## config.mk

```make
export PLATFORM = sky130hd
export DESIGN_NAME = uart_tx_arbiter
export DESIGN_NICKNAME = d
export VERILOG_FILES = /design/src/rtl/uart_arb_pkg.sv /design/src/rtl/rr_pick.sv /design/src/rtl/uart_tx_arbiter.sv
export SDC_FILE = /design/constraint.sdc
export NUM_CORES = 1
export LEC_CHECK = 0
export CORE_MARGIN = 4
export CORE_UTILIZATION = 52
export CTS_BUF_LIST = sky130_fd_sc_hd__clkbuf_4
export DETAILED_ROUTE_END_ITERATION = 8
export PLACE_DENSITY_LB_ADDON = 0.3
export SLEW_MARGIN = 10
export SYNTH_ARGS = -nofsm -noshare
export SYNTH_HDL_FRONTEND = slang
export SYNTH_SLANG_ARGS = --single-unit
```

## constraint.sdc

```tcl
create_clock -name clk -period 3.7 [get_ports clk]
set_clock_uncertainty 0.05 [all_clocks]
set_input_delay 0.74 -clock clk [delete_from_list [all_inputs] [get_ports clk]]
set_output_delay 0.74 -clock clk [all_outputs]
set_load 0.005 [all_outputs]
```

## src/rtl/uart_arb_pkg.sv

```systemverilog
// ============================================================================
// Module  : uart_arb_pkg
// Brief   : Shared types and sizing helpers for the uart_tx arbiter.
// Revision: 1.0 - initial release
// ============================================================================
`default_nettype none

package uart_arb_pkg;

  localparam int DEFAULT_NUM_REQ      = 4;
  localparam int DEFAULT_EN_HOLD      = 3;
  localparam int DEFAULT_GAP_CYCLES   = 32;
  localparam int DEFAULT_BUSY_TIMEOUT = 16;

  typedef enum logic [2:0] {
    IDLE      = 3'd0,
    LAUNCH    = 3'd1,
    WAIT_BUSY = 3'd2,
    WAIT_DONE = 3'd3,
    GAP       = 3'd4
  } arb_state_t;

  // One counter serves every timed phase, so it must hold the largest count.
  function automatic int cnt_width(input int a, input int b, input int c);
    int m;
    m = a;
    if (b > m) m = b;
    if (c > m) m = c;
    return $clog2(m + 1);
  endfunction

  localparam int DEFAULT_CNT_W =
    cnt_width(DEFAULT_EN_HOLD, DEFAULT_GAP_CYCLES, DEFAULT_BUSY_TIMEOUT);

endpackage

`default_nettype wire

```

## src/rtl/rr_pick.sv

```systemverilog
// ============================================================================
// Module  : rr_pick
// Brief   : Combinational one-hot round-robin selector starting at i_ptr.
// Revision: 1.0 - initial release
// ============================================================================
`default_nettype none

module rr_pick
  import uart_arb_pkg::*;
#(
  parameter int NUM_REQ = DEFAULT_NUM_REQ,
  parameter int IDX_W   = $clog2(NUM_REQ)
) (
  input  logic [NUM_REQ-1:0] i_req,
  input  logic [IDX_W-1:0]   i_ptr,
  output logic [NUM_REQ-1:0] o_onehot,
  output logic [IDX_W-1:0]   o_idx,
  output logic               o_any
);

  logic [IDX_W-1:0] w_j;

  always_comb begin
    o_onehot = '0;
    o_idx    = '0;
    o_any    = 1'b0;
    w_j      = '0;
    for (int k = 0; k < NUM_REQ; k++) begin
      w_j = IDX_W'((int'(i_ptr) + k) % NUM_REQ);
      if (!o_any && i_req[w_j]) begin
        o_any         = 1'b1;
        o_onehot[w_j] = 1'b1;
        o_idx         = w_j;
      end
    end
  end

endmodule

`default_nettype wire

```

## src/rtl/uart_tx_arbiter.sv

```systemverilog
// ============================================================================
// Module  : uart_tx_arbiter
// Brief   : Round-robin sharing of one uart_tx among NUM_REQ byte producers.
//           Optional busy timeout enabled by macro UART_ARB_TIMEOUT_EN.
// Revision: 1.0 - initial release
// ============================================================================
`default_nettype none

module uart_tx_arbiter
  import uart_arb_pkg::*;
#(
  parameter int NUM_REQ      = DEFAULT_NUM_REQ,
  parameter int EN_HOLD      = DEFAULT_EN_HOLD,
  parameter int GAP_CYCLES   = DEFAULT_GAP_CYCLES,
  parameter int BUSY_TIMEOUT = DEFAULT_BUSY_TIMEOUT
) (
  input  logic                 clk,
  input  logic                 uart_rst_n,
  input  logic [NUM_REQ-1:0]   req_valid,
  input  logic [NUM_REQ*8-1:0] req_data,
  output logic [NUM_REQ-1:0]   req_ready,
  output logic [NUM_REQ-1:0]   grant,
  output logic                 uart_en,
  output logic [7:0]           tx_data,
  input  logic                 tx_state,
  output logic                 busy,
  output logic                 err_timeout
);

  localparam int IDX_W = $clog2(NUM_REQ);
  localparam int CNT_W = cnt_width(EN_HOLD, GAP_CYCLES, BUSY_TIMEOUT);

  localparam logic [IDX_W-1:0] C_IDX_LAST = IDX_W'(NUM_REQ - 1);
  localparam logic [CNT_W-1:0] C_EN_LAST  = CNT_W'(EN_HOLD - 1);
  localparam logic [CNT_W-1:0] C_GAP_LAST = CNT_W'(GAP_CYCLES - 1);

  arb_state_t         r_state;
  logic [IDX_W-1:0]   r_ptr;
  logic [CNT_W-1:0]   r_cnt;
  logic               r_seen;

  logic [NUM_REQ-1:0] w_win;
  logic [IDX_W-1:0]   w_idx;
  logic               w_any;

  rr_pick #(
    .NUM_REQ (NUM_REQ),
    .IDX_W   (IDX_W)
  ) u_pick (
    .i_req    (req_valid),
    .i_ptr    (r_ptr),
    .o_onehot (w_win),
    .o_idx    (w_idx),
    .o_any    (w_any)
  );

`ifdef UART_ARB_TIMEOUT_EN
  localparam logic [CNT_W-1:0] C_TO_LAST = CNT_W'(BUSY_TIMEOUT - 1);
  logic [CNT_W-1:0] r_to_cnt;
  logic             w_to_hit;

  assign w_to_hit = (r_state == LAUNCH || r_state == WAIT_BUSY) &&
                    !tx_state && !r_seen && (r_to_cnt == C_TO_LAST);

  always_ff @(posedge clk or negedge uart_rst_n) begin
    if (!uart_rst_n) begin
      r_to_cnt    <= '0;
      err_timeout <= 1'b0;
    end else begin
      err_timeout <= w_to_hit;
      if (r_state == IDLE)
        r_to_cnt <= '0;
      else if (r_state == LAUNCH || r_state == WAIT_BUSY)
        r_to_cnt <= r_to_cnt + 1'b1;
    end
  end
`else
  logic w_to_hit;
  assign w_to_hit    = 1'b0;
  assign err_timeout = 1'b0;
`endif

  always_ff @(posedge clk or negedge uart_rst_n) begin
    if (!uart_rst_n) begin
      r_state   <= IDLE;
      r_ptr     <= '0;
      r_cnt     <= '0;
      r_seen    <= 1'b0;
      req_ready <= '0;
      grant     <= '0;
      uart_en   <= 1'b0;
      tx_data   <= 8'h00;
      busy      <= 1'b0;
    end else begin
      req_ready <= '0;
      if (w_to_hit) begin
        // Byte is dropped; the pointer already moved past its owner.
        grant   <= '0;
        uart_en <= 1'b0;
        busy    <= 1'b0;
        r_state <= IDLE;
      end else begin
        case (r_state)
          IDLE: begin
            // A stray transfer on the line blocks launching until it ends.
            if (w_any && !tx_state) begin
              tx_data   <= req_data[w_idx*8 +: 8];
              grant     <= w_win;
              req_ready <= w_win;
              r_ptr     <= (w_idx == C_IDX_LAST) ? '0 : w_idx + 1'b1;
              uart_en   <= 1'b1;
              busy      <= 1'b1;
              r_cnt     <= '0;
              r_seen    <= 1'b0;
              r_state   <= LAUNCH;
            end
          end
          LAUNCH: begin
            if (tx_state) r_seen <= 1'b1;
            if (r_cnt == C_EN_LAST) begin
              uart_en <= 1'b0;
              r_state <= (r_seen || tx_state) ? WAIT_DONE : WAIT_BUSY;
            end else begin
              r_cnt <= r_cnt + 1'b1;
            end
          end
          WAIT_BUSY: begin
            if (tx_state) r_state <= WAIT_DONE;
          end
          WAIT_DONE: begin
            if (!tx_state) begin
              r_cnt   <= '0;
              r_state <= GAP;
            end
          end
          GAP: begin
            if (r_cnt == C_GAP_LAST) begin
              grant   <= '0;
              busy    <= 1'b0;
              r_state <= IDLE;
            end else begin
              r_cnt <= r_cnt + 1'b1;
            end
          end
          default: r_state <= IDLE;
        endcase
      end
    end
  end

endmodule

`default_nettype wire

```

* Yosys cells after proc, flatten, opt, wreduce, memory -nomap -nowiden *
Cells that the tools add are included.

operators by class
  shift-type cells = 1
  eq/ne operators = 15
  add/sub/neg operators = 5
  bitwise operators = 3
  reductions and logical operators = 23
  order comparisons = 8
  mux-type cells = 54

operators by type and width
  cell                                                                          count
  4-bit 2-to-1 mux                                                              8
  32-bit by 6-bit variable part select with 8-bit output                        1
  6-bit 2-to-1 mux                                                              4
  6-bit one-hot mux with 4 select lines                                         1
  1-bit 2-to-1 mux                                                              18
  2-bit inequality test, second input constant                                  8
  3-bit 2-to-1 mux                                                              5
  3-bit one-hot mux with 5 select lines                                         1
  2-bit by 3-bit less-than comparator with 1-bit output, second input constant  4
  4-bit bitwise OR                                                              3
  2-bit 2-to-1 mux                                                              5
  5-bit AND reduction                                                           2
  3-bit AND reduction                                                           3
  1-bit binary-select mux with 2-bit select                                     4
  1-bit demux with 2-bit select                                                 4
  2-bit by 1-bit >= comparator with 1-bit output, second input constant         4
  1-bit logical AND                                                             8
  4-bit one-hot mux with 2 select lines                                         1
  6-bit by 1-bit adder with 6-bit output, second input constant                 1
  3-bit by 2-bit == test with 1-bit output, second input constant               2
  6-bit by 2-bit == test with 1-bit output, second input constant               1
  6-bit by 5-bit == test with 1-bit output, second input constant               1
  1-bit one-hot mux with 2 select lines                                         3
  2-bit by 1-bit adder with 2-bit output, second input constant                 2
  10 further kinds                                                              15

storage, ports and cells
  input port bits = 39
  output and inout bits = 19
  register bits after elaboration = 30
  logic and storage cells = 118

* Depth between registers and ports, before layout *
Gate-level depths: netlist of the first run.

  depth after elaboration = 15
  mapped depth = 13

* Cells and area by module *
Synthesis of the first run repeated with hierarchy kept, for this count alone.

second synthesis, totals
  cell total of the unflattened synthesis = 173
  area, all modules = 1994.4 µm²

modules (own cells, without submodules)
  module           area each (µm²)  times used  cells each
  uart_tx_arbiter  1572.8           1           128
  rr_pick          421.7            1           45

* Worst setup path before layout of the first run *
OpenSTA, ideal clock, no wires.

  path type = register -> register
  start point = register r_ptr[0]
  end point = register r_ptr[1]
  slack = 0.818 ns
  data required time = 3.524 ns
  data arrival time = 2.706 ns
  stages on the path, launching flop included = 12
  path buffers = 4
  clock period less this slack = 2.882 ns
  cell sequence = dfrtp_1 buf_6 buf_2 inv_1 ha_1 clkbuf_1 mux4_2 o21ba_1 nor3_2 or2_1 buf_6 a221o_1

between the ends
  longest elaborated chain between the ends = 14

RTL lines
  item                                                                                             RTL line                RTL
  start: declaration                                                                               uart_tx_arbiter.sv:38   logic [IDX_W-1:0] r_ptr;
  start signal: assignment                                                                         uart_tx_arbiter.sv:110  r_ptr <= (w_idx == C_IDX_LAST) ? '0 : w_idx + 1'b1;
  parallel branches: the longest is 14 deep, another holds 2-bit by 1-bit adder with 2-bit output  n/a

Parallel ways; which one is timed is not known. The select of a mux whose other input is x is not followed.
A chain may end at the register's enable or synchronous reset.

* Final worst setup path of the first run *
  start point = input req_valid[0]
  end point = register tx_data[0]

between the ends
  longest elaborated chain between the ends = 14

RTL lines
  item                                                                                                RTL line                RTL
  start: declaration                                                                                  uart_tx_arbiter.sv:19   input logic [NUM_REQ-1:0] req_valid,
  parallel branches: the longest is 14 deep, another holds 1-bit binary-select mux with 2-bit select  n/a
  end signal: assignment                                                                              uart_tx_arbiter.sv:107  tx_data <= req_data[w_idx*8 +: 8];
  end: declaration                                                                                    uart_tx_arbiter.sv:24   output logic [7:0] tx_data,

Parallel ways; which one is timed is not known. The select of a mux whose other input is x is not followed.

==> out/results.ini, run 1 <==
[clock_network]
insertion_delay_ns = 0.34
cts_buffers = 5
clock_sinks = 30
postCtsResizedCells = 0
clock-root-buffer = clkbuf_4
post_cts_buffers = 0
cts_max_level = 2
cts.clk_slew.worst_paths_ns = 0.09
cts_buffer_depth = 2
postCtsHoldBufs = 0
tritoncts = done

[cells_and_area]
drive_gt1_share_pct = 9.49
post-route-util_pct = 68.3
final_common_cell = clkdlybuf4s50_1
syn_to_final_growth_pct = 24.8
finalNetCount = 363
final_cell_mix = clkdlybuf4s50_1, dfrtp_1, nand2_1
fillCellCount = 367
diodes = 0

[yosys]
ys_types = 53
syn_inst = 269
ys_seq_area_share_pct = 30.9
syn_area_per_cell_um2 = 9.04
syn_nets = 317
synth_edf_count = 0
yosysWarnings = 0
async_flop_share_pct = 100
yosys_register_bits = 30
synthesis.area_mm2 = 0.00243
ys.flop_type = dfrtp_1

[route]
drc = 0
drt_first_pass_iters = 5
routed_wl_mm = 5.78
vias = 2272
ant_nets = 0
drt_iter0_drc = 212
vias_per_cell = 6.17
drt-wirelength-per-cell_um = 15.7

[timing]
worst_slew_pin_slew_ns = 0.877
tns_ns = 0
relSlewSlack_pct = 41.2
rsz0062_at_grt = false
maxSlewViolCount = 0
setup_violations = 0
fin_crit_sh_pct = 80.7
period_needed_ns = 2.98
max_freq_mhz = 335
setup_slack_ns = 0.715
hold_viol_final = 0

[pwr]
powerDensity_mw_per_mm2 = 702
fin_total_pwr_mw = 2.13
leakage_nw = 1.24
peakVddDrop_mv = 0.324

[setup_path]
cp_data_required_time_ns = 3.85
rr_worst_depth = 8
critPathLaunch = req_valid[0]
cp-start-kind = input port
crit_cells = 6
critPathMaxFanout = 11
crit_arrival_ns = 3.14
worstSetupPathType = input port to flop
worstSetupEndpointType = flop
cp_num_buf_inv = 1
cpLargestDelayFamily = simple AND/OR/NAND/NOR gates
path_cells = clkdlybuf4s50_1, mux4_2, o21ba_1, nor3_2, or2_1, o311ai_2
max_stage_delay_ns = 0.58
regToRegStartpoint = r_ptr[0]
cp_slowest_cell = clkdlybuf4s50_1

[grt]
overflow = 0
grt_max_degree = 31
grt_usage_pct = 20.1
first_global_vias = 2087
grt_first_pass_wirelength_mm = 9.74
antenna_found_initial = 0

[hold_path]
hold_class = flop to flop
hp-start = grant[0]
holdPathStages = 2

[floorplan]
die_w_um = 76.4
ios = 58
floorplan.initialDensity_pct = 54.7
dieArea_mm2 = 0.00583
row_count = 24
design.core.area_mm2 = 0.00444
dieHeight_um = 76.4

[placement]
dp_hpwl_mm = 4.35
gp_congestion = 0.821
pre_cts_ws_ns = 0.392
io_buffers = 56

[status]
outcome = completed

[job]
cap_violations = 0

## cells by family after synthesis
kind of cell / count (synthesis) / share of synthesized area, %
compound gates: 101 / 33.1
simple gates: 70 / 14.6
buf+inv: 38 / 7.31
flops: 30 / 30.9
mux: 18 / 8.59
fa+ha+maj: 9 / 4.63
xor+xnor: 2 / 0.721
other cells: 1 / 0.154
## metrics by stage
stage	hold slack [ns]	area (um^2)	std cells
after floorplan	0.394	2430	269
after global placement	0.424	2980	360
after detailed placement	0.434	2980	360
after CTS	0.455	3030	368
after global routing	0.476	3030	368
final	0.451	3030	368
## routing by layer
layer	global-route usage, %	vias to the layer above	share of wire [%]
li1	-	1120	-
met1	28.3	1054	45
met2	29.9	90	46
met3	5.56	8	7.7
met4	6.16	0	1.1
met5	0	-	0
## sequential cells by signal, indices dropped and copies added (netlist names)
register / count
r_cnt: 6
busy: 1
r_ptr: 2
tx_data: 8
uart_en: 1
req_ready: 4
grant: 4
r_seen: 1
r_state: 3
## power breakdown
group          internal (mW)  switching, mW  leakage (nW)
clock network         0.0786          0.114        0.0331
registers              0.458          0.144         0.373
logic                  0.616          0.721         0.836
## layout make-up
type,instances,area [um^2],share of cell area (%)
multi-input combinational,201,1500,49.5
sequential,30,751,24.7
timing repair buffer,62,606,20.0
tap,52,65.1,2.14
inverter,15,56.3,1.86
clock buffer,6,45.0,1.48
clock inverter,2,8.76,0.289
## worst min-delay path: cells and delay by family (launching register included)
kind / cells / cell delay, ns
flip-flops: 1 / 0.36
AO/OA/AOI/OAI: 1 / 0.06
AND/OR/NAND/NOR: 1 / 0.05
## path summary, 6_finish.rpt
kind | slack (ns) | to
setup / recovery | 0.72 | tx_data[0]
setup reg to reg | 0.77 | tx_data[0]
hold reg to reg | 0.45 | grant[0]
max in group asynchronous | 2.59 | r_cnt[3]
hold / removal | 0.45 | grant[0]
min in group asynchronous | 0.72 | req_ready[1]
## cell usage after synthesis, types with 2 or more instances
library cell  count  area share [%]
a21oi_1          16             3.3
mux4_2            2             1.9
o21ai_0          13             2.7
and2_1            2            0.51
xnor2_1           2            0.72
o2bb2ai_1         8             2.9
a211oi_1         11             3.4
mux2i_1          13             5.4
nor2_1           16             2.5
o311ai_2          8             5.4
o21bai_1          4             1.2
buf_6             3             1.4
nor3_1            5             1.0
a31oi_1           4             1.0
mux2_2            3             1.4
o221ai_1         12             4.3
nand3_1           3            0.62
nand2_1          27             4.2
dfrtp_1          30              31
clkbuf_1         14             2.2
buf_4             2            0.62
buf_2             4            0.82
o2111ai_1         8             2.9
o21a_1            2            0.62
nor3b_1           4             1.2
a221oi_1          4             1.4
ha_1              9             4.6
inv_1            15             2.3
Note: power is estimated with default switching activity, not from simulation.
==> run 2, diff against run 1 <==
- clock period: 3.7 -> 2.9 ns (I/O delays scaled with it)
==> out/results.ini, run 2 (synthesis gave the netlist of run 1 again) <==
[setup_path]
rr_worst_depth = 7  ; was 8
critPathMaxFanout = 9  ; was 11
worstSetupPathType = input port to flop  ; unchanged
crit_arrival_ns = 2.68  ; was 3.14 ns
cpLargestDelayFamily = simple AND/OR/NAND/NOR gates  ; unchanged
cp-start-kind = input port  ; unchanged
cp_num_buf_inv = 1  ; unchanged
cp_data_required_time_ns = 3.08  ; was 3.85 ns
cp_slowest_cell = mux4_2  ; was clkdlybuf4s50_1
worstSetupEndpointType = flop  ; unchanged
max_stage_delay_ns = 0.52  ; was 0.58 ns
crit_cells = 6  ; unchanged
path_cells = clkdlybuf4s50_1, mux4_2, nor2b_4, o21a_1, or2_1, a221o_1  ; was clkdlybuf4s50_1, mux4_2, o21ba_1, nor3_2, or2_1, o311ai_2

[floorplan]
dieHeight_um = 76.4  ; unchanged
ios = 58  ; unchanged
die_w_um = 76.4  ; unchanged
dieArea_mm2 = 0.00583  ; unchanged
design.core.area_mm2 = 0.00444  ; unchanged
floorplan.initialDensity_pct = 54.7  ; unchanged
row_count = 24  ; unchanged

[clock_network]
clock-root-buffer = clkbuf_4  ; unchanged
post_cts_buffers = 0  ; unchanged
insertion_delay_ns = 0.34  ; about the same
cts_buffers = 5  ; unchanged
clock_sinks = 30  ; unchanged
cts.clk_slew.worst_paths_ns = 0.10  ; was 0.09 ns
postCtsResizedCells = 0  ; unchanged
cts_buffer_depth = 2  ; unchanged
postCtsHoldBufs = 0  ; unchanged
tritoncts = done  ; unchanged
cts_max_level = 2  ; unchanged

[pwr]
leakage_nw = 1.33  ; was 1.24 nW
powerDensity_mw_per_mm2 = 910  ; was 702 mW/mm^2
peakVddDrop_mv = 0.430  ; was 0.324 mV

[cells_and_area]
drive_gt1_share_pct = 14.6  ; was 9.49%
largest-register = tx_data  ; unchanged
syn_to_final_growth_pct = 30.7  ; was 24.8%
finalNetCount = 382  ; was 363
post-route-util_pct = 71.5  ; was 68.3%
largest_register_ffs = 8  ; unchanged
final_common_cell = clkdlybuf4s50_1  ; unchanged
diodes = 0  ; unchanged
final_cell_mix = clkdlybuf4s50_1, dfrtp_1, nand2_1  ; unchanged
reg_top3 = tx_data x8, r_cnt x6  ; unchanged

[grt]
grt_first_pass_wirelength_mm = 10.4  ; was 9.74 mm
first_global_vias = 2290  ; was 2087
overflow = 0  ; unchanged
antenna_found_initial = 0  ; unchanged
grt_usage_pct = 21.6  ; was 20.1%
grt_max_degree = 31  ; unchanged

[route]
drt_iter0_drc = 177  ; was 212
drt_first_pass_iters = 4  ; was 5
drt-wirelength-per-cell_um = 15.8  ; was 15.7 um
drc = 0  ; unchanged
vias_per_cell = 6.15  ; was 6.17
vias = 2380  ; was 2272
ant_nets = 0  ; unchanged
routed_wl_mm = 6.12  ; was 5.78 mm

[placement]
gp_congestion = 0.910  ; was 0.821
io_buffers = 56  ; unchanged
dp_hpwl_mm = 4.76  ; was 4.35 mm

[hold_path]
holdPathStages = 2  ; unchanged
hold_class = flop to flop  ; unchanged

[timing]
maxSlewViolCount = 0  ; unchanged
max_freq_mhz = 401
period_needed_ns = 2.50
setup_violations = 0  ; unchanged
fin_crit_sh_pct = 86.0
tns_ns = 0  ; unchanged
holdWs_ns = 0.445  ; was 0.451 ns
rsz0062_at_grt = false  ; unchanged
hold_viol_final = 0  ; unchanged

[job]
cap_violations = 0  ; unchanged

[status]
outcome = completed  ; unchanged

run 2: cell types whose count changed in the layout (fill, tap and decap cells not counted):
cell | before | now
buf_4 | 6 | 25
run 2: per-stage QoR:
stage,setup WS [ns],power [mW],area (um^2),cells
finish,0.405,2.89,3180,387
global placement,0.0978,2.57,3120,379
detailed placement,0.0487,2.63,3120,379
global route,0.319,3.15,3180,387
floorplan,0.0178,2.03,2430,269
CTS,0.411,2.88,3180,387
run 2: cell type report:
| class | instances | area, um^2 |
|---|---|---|
| flip-flops and latches | 30 | 751 |
| multi-input cells | 201 | 1500 |
| fillers | 358 | 1270 |
| repair buffers | 81 | 748 |
| well taps | 52 | 65.1 |
| clock buffers | 6 | 45.0 |
| inverters | 15 | 56.3 |
| clock inverters | 2 | 8.76 |
run 2: final timing paths:
path	startpoint	end	slack, ns
setup / recovery	req_valid[0]	r_ptr[1]	0.40
hold / removal	tx_data[4]	tx_data[4]	0.45
setup reg to reg	r_ptr[0]	r_ptr[1]	0.48
hold reg to reg	tx_data[4]	tx_data[4]	0.45
max in group asynchronous	uart_rst_n	r_cnt[4]	1.93
min in group asynchronous	uart_rst_n	r_state[2]	0.57
run 2: layer usage:
layer | share of wire (%) | up-vias | track usage, %
li1 | - | 1160 | -
met1 | 43 | 1101 | 27.8
met2 | 47 | 105 | 34.9
met3 | 7.9 | 14 | 5.79
met4 | 2.0 | 0 | 7.79
met5 | 0 | - | 0
run 2: where the power goes:
part	total (mW)	switching [mW]	internal (mW)	leakage [nW]
Sequential	0.761	0.177	0.584	0.373
Clock	0.253	0.152	0.100	0.0331
Combinational	1.88	0.975	0.902	0.927
run 2: worst register-to-register path, stage by stage, from the launching register on:
cell and delay [ns]:
dfrtp_1 0.36, inv_1 0.08, ha_1 0.44, mux4_2 0.35, o21ba_1 0.24, nor3_2 0.04, or2_1 0.41, a221o_1 0.36
==> run 3, diff against run 2 <==
- CELL_PAD_IN_SITES_DETAIL_PLACEMENT: default -> 2
- CELL_PAD_IN_SITES_GLOBAL_PLACEMENT: default -> 2
- CORE_UTILIZATION: 52 -> 33
- CTS_CLUSTER_SIZE: default -> 8
- clock period: 2.9 -> 3.1 ns (I/O delays scaled with it)
==> out/results.ini, run 3 (synthesis gave the netlist of run 1 again) <==
[cells_and_area]
largest-register = tx_data  ; unchanged
reg_top3 = tx_data x8, r_cnt x6  ; unchanged
post-route-util_pct = 44.3  ; was 71.5%
finalNetCount = 374  ; was 382
largest_register_ffs = 8  ; unchanged
final_common_cell = clkdlybuf4s50_1  ; unchanged
fillCellCount = 827  ; was 358
fin_cells = 425  ; was 387
diodes = 0  ; unchanged
syn_to_final_growth_pct = 31.5  ; was 30.7%
final_cell_mix = clkdlybuf4s50_1, dfrtp_1, nand2_1  ; unchanged
drive_gt1_share_pct = 12.6  ; was 14.6%

[grt]
grt_first_pass_wirelength_mm = 13.9  ; was 10.4 mm
antenna_found_initial = 0  ; unchanged
first_global_vias = 2656  ; was 2290
grt_usage_pct = 20.1  ; was 21.6%
overflow = 0  ; unchanged
grt_max_degree = 31  ; unchanged

[floorplan]
ios = 58  ; unchanged
floorplan.initialDensity_pct = 33.7  ; was 54.7%
row_count = 31  ; was 24
dieArea_mm2 = 0.00880  ; was 0.00583 mm^2
design.core.area_mm2 = 0.00721  ; was 0.00444 mm^2
dieHeight_um = 93.8  ; was 76.4 um
die_w_um = 93.8  ; was 76.4 um

[placement]
gp_congestion = 0.806  ; was 0.910
numPlacedInstances = 418  ; was 379
io_buffers = 56  ; unchanged
dp_hpwl_mm = 6.49  ; was 4.76 mm

[timing]
relSlewSlack_pct = 63.5
period_needed_ns = 2.77
tns_ns = 0  ; unchanged
max_freq_mhz = 361
fin_crit_sh_pct = 89.3
maxSlewViolCount = 0  ; unchanged
rsz0062_at_grt = false  ; unchanged
worst_slew_pin_slew_ns = 0.541
hold_viol_final = 0  ; unchanged
setup_violations = 0  ; unchanged

[pwr]
leakage_nw = 1.30  ; was 1.33 nW
powerDensity_mw_per_mm2 = 891  ; was 910 mW/mm^2
netSwitchingFraction_pct = 46.5  ; was 45.1%
combPwrFrac_pct = 63.2  ; was 64.9%
p_int_mw = 1.52  ; was 1.59 mW
clkPwrFrac_pct = 10.8  ; was 8.7%
peakVddDrop_mv = 0.283  ; was 0.430 mV
power_switching_mw = 1.33  ; was 1.30 mW
pwr-share-seq_pct = 26.0  ; was 26.3%

[setup_path]
cp-start-kind = flop  ; was input port
cpLargestDelayFamily = simple AND/OR/NAND/NOR gates  ; unchanged
path_cells = inv_1, ha_1, mux4_2, buf_4, nor2b_4, o21a_1, or2_1, o311ai_2  ; was clkdlybuf4s50_1, mux4_2, nor2b_4, o21a_1, or2_1, a221o_1
cp_slowest_cell = dfrtp_1  ; was mux4_2
critPathMaxFanout = 9  ; unchanged
worstSetupPathType = flop to flop  ; was input port to flop
crit_arrival_ns = 2.92  ; was 2.68 ns
cp_data_required_time_ns = 3.25  ; was 3.08 ns
max_stage_delay_ns = 0.51  ; was 0.52 ns
worstSetupEndpointType = flop  ; unchanged
cp_num_buf_inv = 2  ; was 1

[route]
drt_first_pass_iters = 5  ; was 4
drt_iter0_drc = 64  ; was 177
ant_nets = 0  ; unchanged
vias = 2400  ; was 2380
routed_wl_mm = 8.34  ; was 6.12 mm
vias_per_cell = 5.65  ; was 6.15
drc = 0  ; unchanged
drt-wirelength-per-cell_um = 19.6  ; was 15.8 um

[clock_network]
clock-root-buffer = clkbuf_4  ; unchanged
tritoncts = done  ; unchanged
cts_buffers = 5  ; unchanged
clock_sinks = 30  ; unchanged
cts_max_level = 2  ; unchanged
cts_buffer_depth = 2  ; unchanged
cts.clk_slew.worst_paths_ns = 0.10  ; about the same
insertion_delay_ns = 0.34  ; about the same

[status]
outcome = completed  ; unchanged

[hold_path]
hold_class = flop to flop  ; unchanged

[job]
cap_violations = 0  ; unchanged

## run 3: cell type report
| type | instances | area [um^2] | share of cell area (%) |
|---|---|---|---|
| clock buffers | 5 | 37.5 | 1.17 |
| clock inverters | 2 | 33.8 | 1.06 |
| inverters | 15 | 56.3 | 1.76 |
| multi-input cells | 201 | 1510 | 47.1 |
| flip-flops and latches | 30 | 751 | 23.5 |
| well taps | 99 | 124 | 3.87 |
| repair buffers | 73 | 688 | 21.5 |
## run 3: repair_timing
| action | in CTS | in global routing |
|---|---|---|
| setup endpoints to repair | 0 | 1 |
| gates resized for setup | 0 | 1 |
| hold buffers | 0 | 0 |
| buffers inserted | 0 | 0 |
## run 3: worst min-delay path, cell delays in order (launching register included)
cell,delay (ns)
dfrtp_1,0.35
nand2_1,0.06
o221ai_1,0.07
## run 3: stage by stage
step / setup WS (ns) / instance area (um^2) / hold WS, ns / power, mW
finish: 0.330 / 3200 / 0.467 / 2.85
global route: 0.0849 / 3200 / 0.498 / 3.11
CTS: 0.285 / 3190 / 0.470 / 2.88
detailed placement: 0.100 / 3120 / 0.440 / 2.54
global placement: 0.135 / 3120 / 0.424 / 2.42
floorplan: 0.218 / 2430 / 0.274 / 1.90
## run 3: power by group through the flow
stage / Clock (mW) / Sequential (mW) / Combinational [mW]
after floorplan: 0 / 0.662 / 1.24
after global placement: 0 / 0.729 / 1.69
after detailed placement: 0 / 0.748 / 1.79
after CTS: 0.320 / 0.745 / 1.81
after global routing: 0.339 / 0.775 / 2.00
final: 0.307 / 0.741 / 1.80
## run 3: metal layers
metal,up-vias,GRT usage (%),part of all wire [%]
met5,-,0,0
met4,0,4.33,1.0
met3,9,3.77,4.7
met2,52,35.7,51
met1,1197,25.2,44
li1,1142,-,-
## run 3: final timing paths
check                           start  slack (ns)  cells after the start            to
hold reg to reg              grant[0]        0.47                      2      grant[0]
hold / removal               grant[0]        0.47                      2      grant[0]
setup reg to reg             r_ptr[1]        0.33                      8    tx_data[3]
max in group asynchronous  uart_rst_n        2.05                      2    tx_data[5]
setup / recovery             r_ptr[1]        0.33                      8    tx_data[3]
min in group asynchronous  uart_rst_n        0.64                      2  req_ready[2]
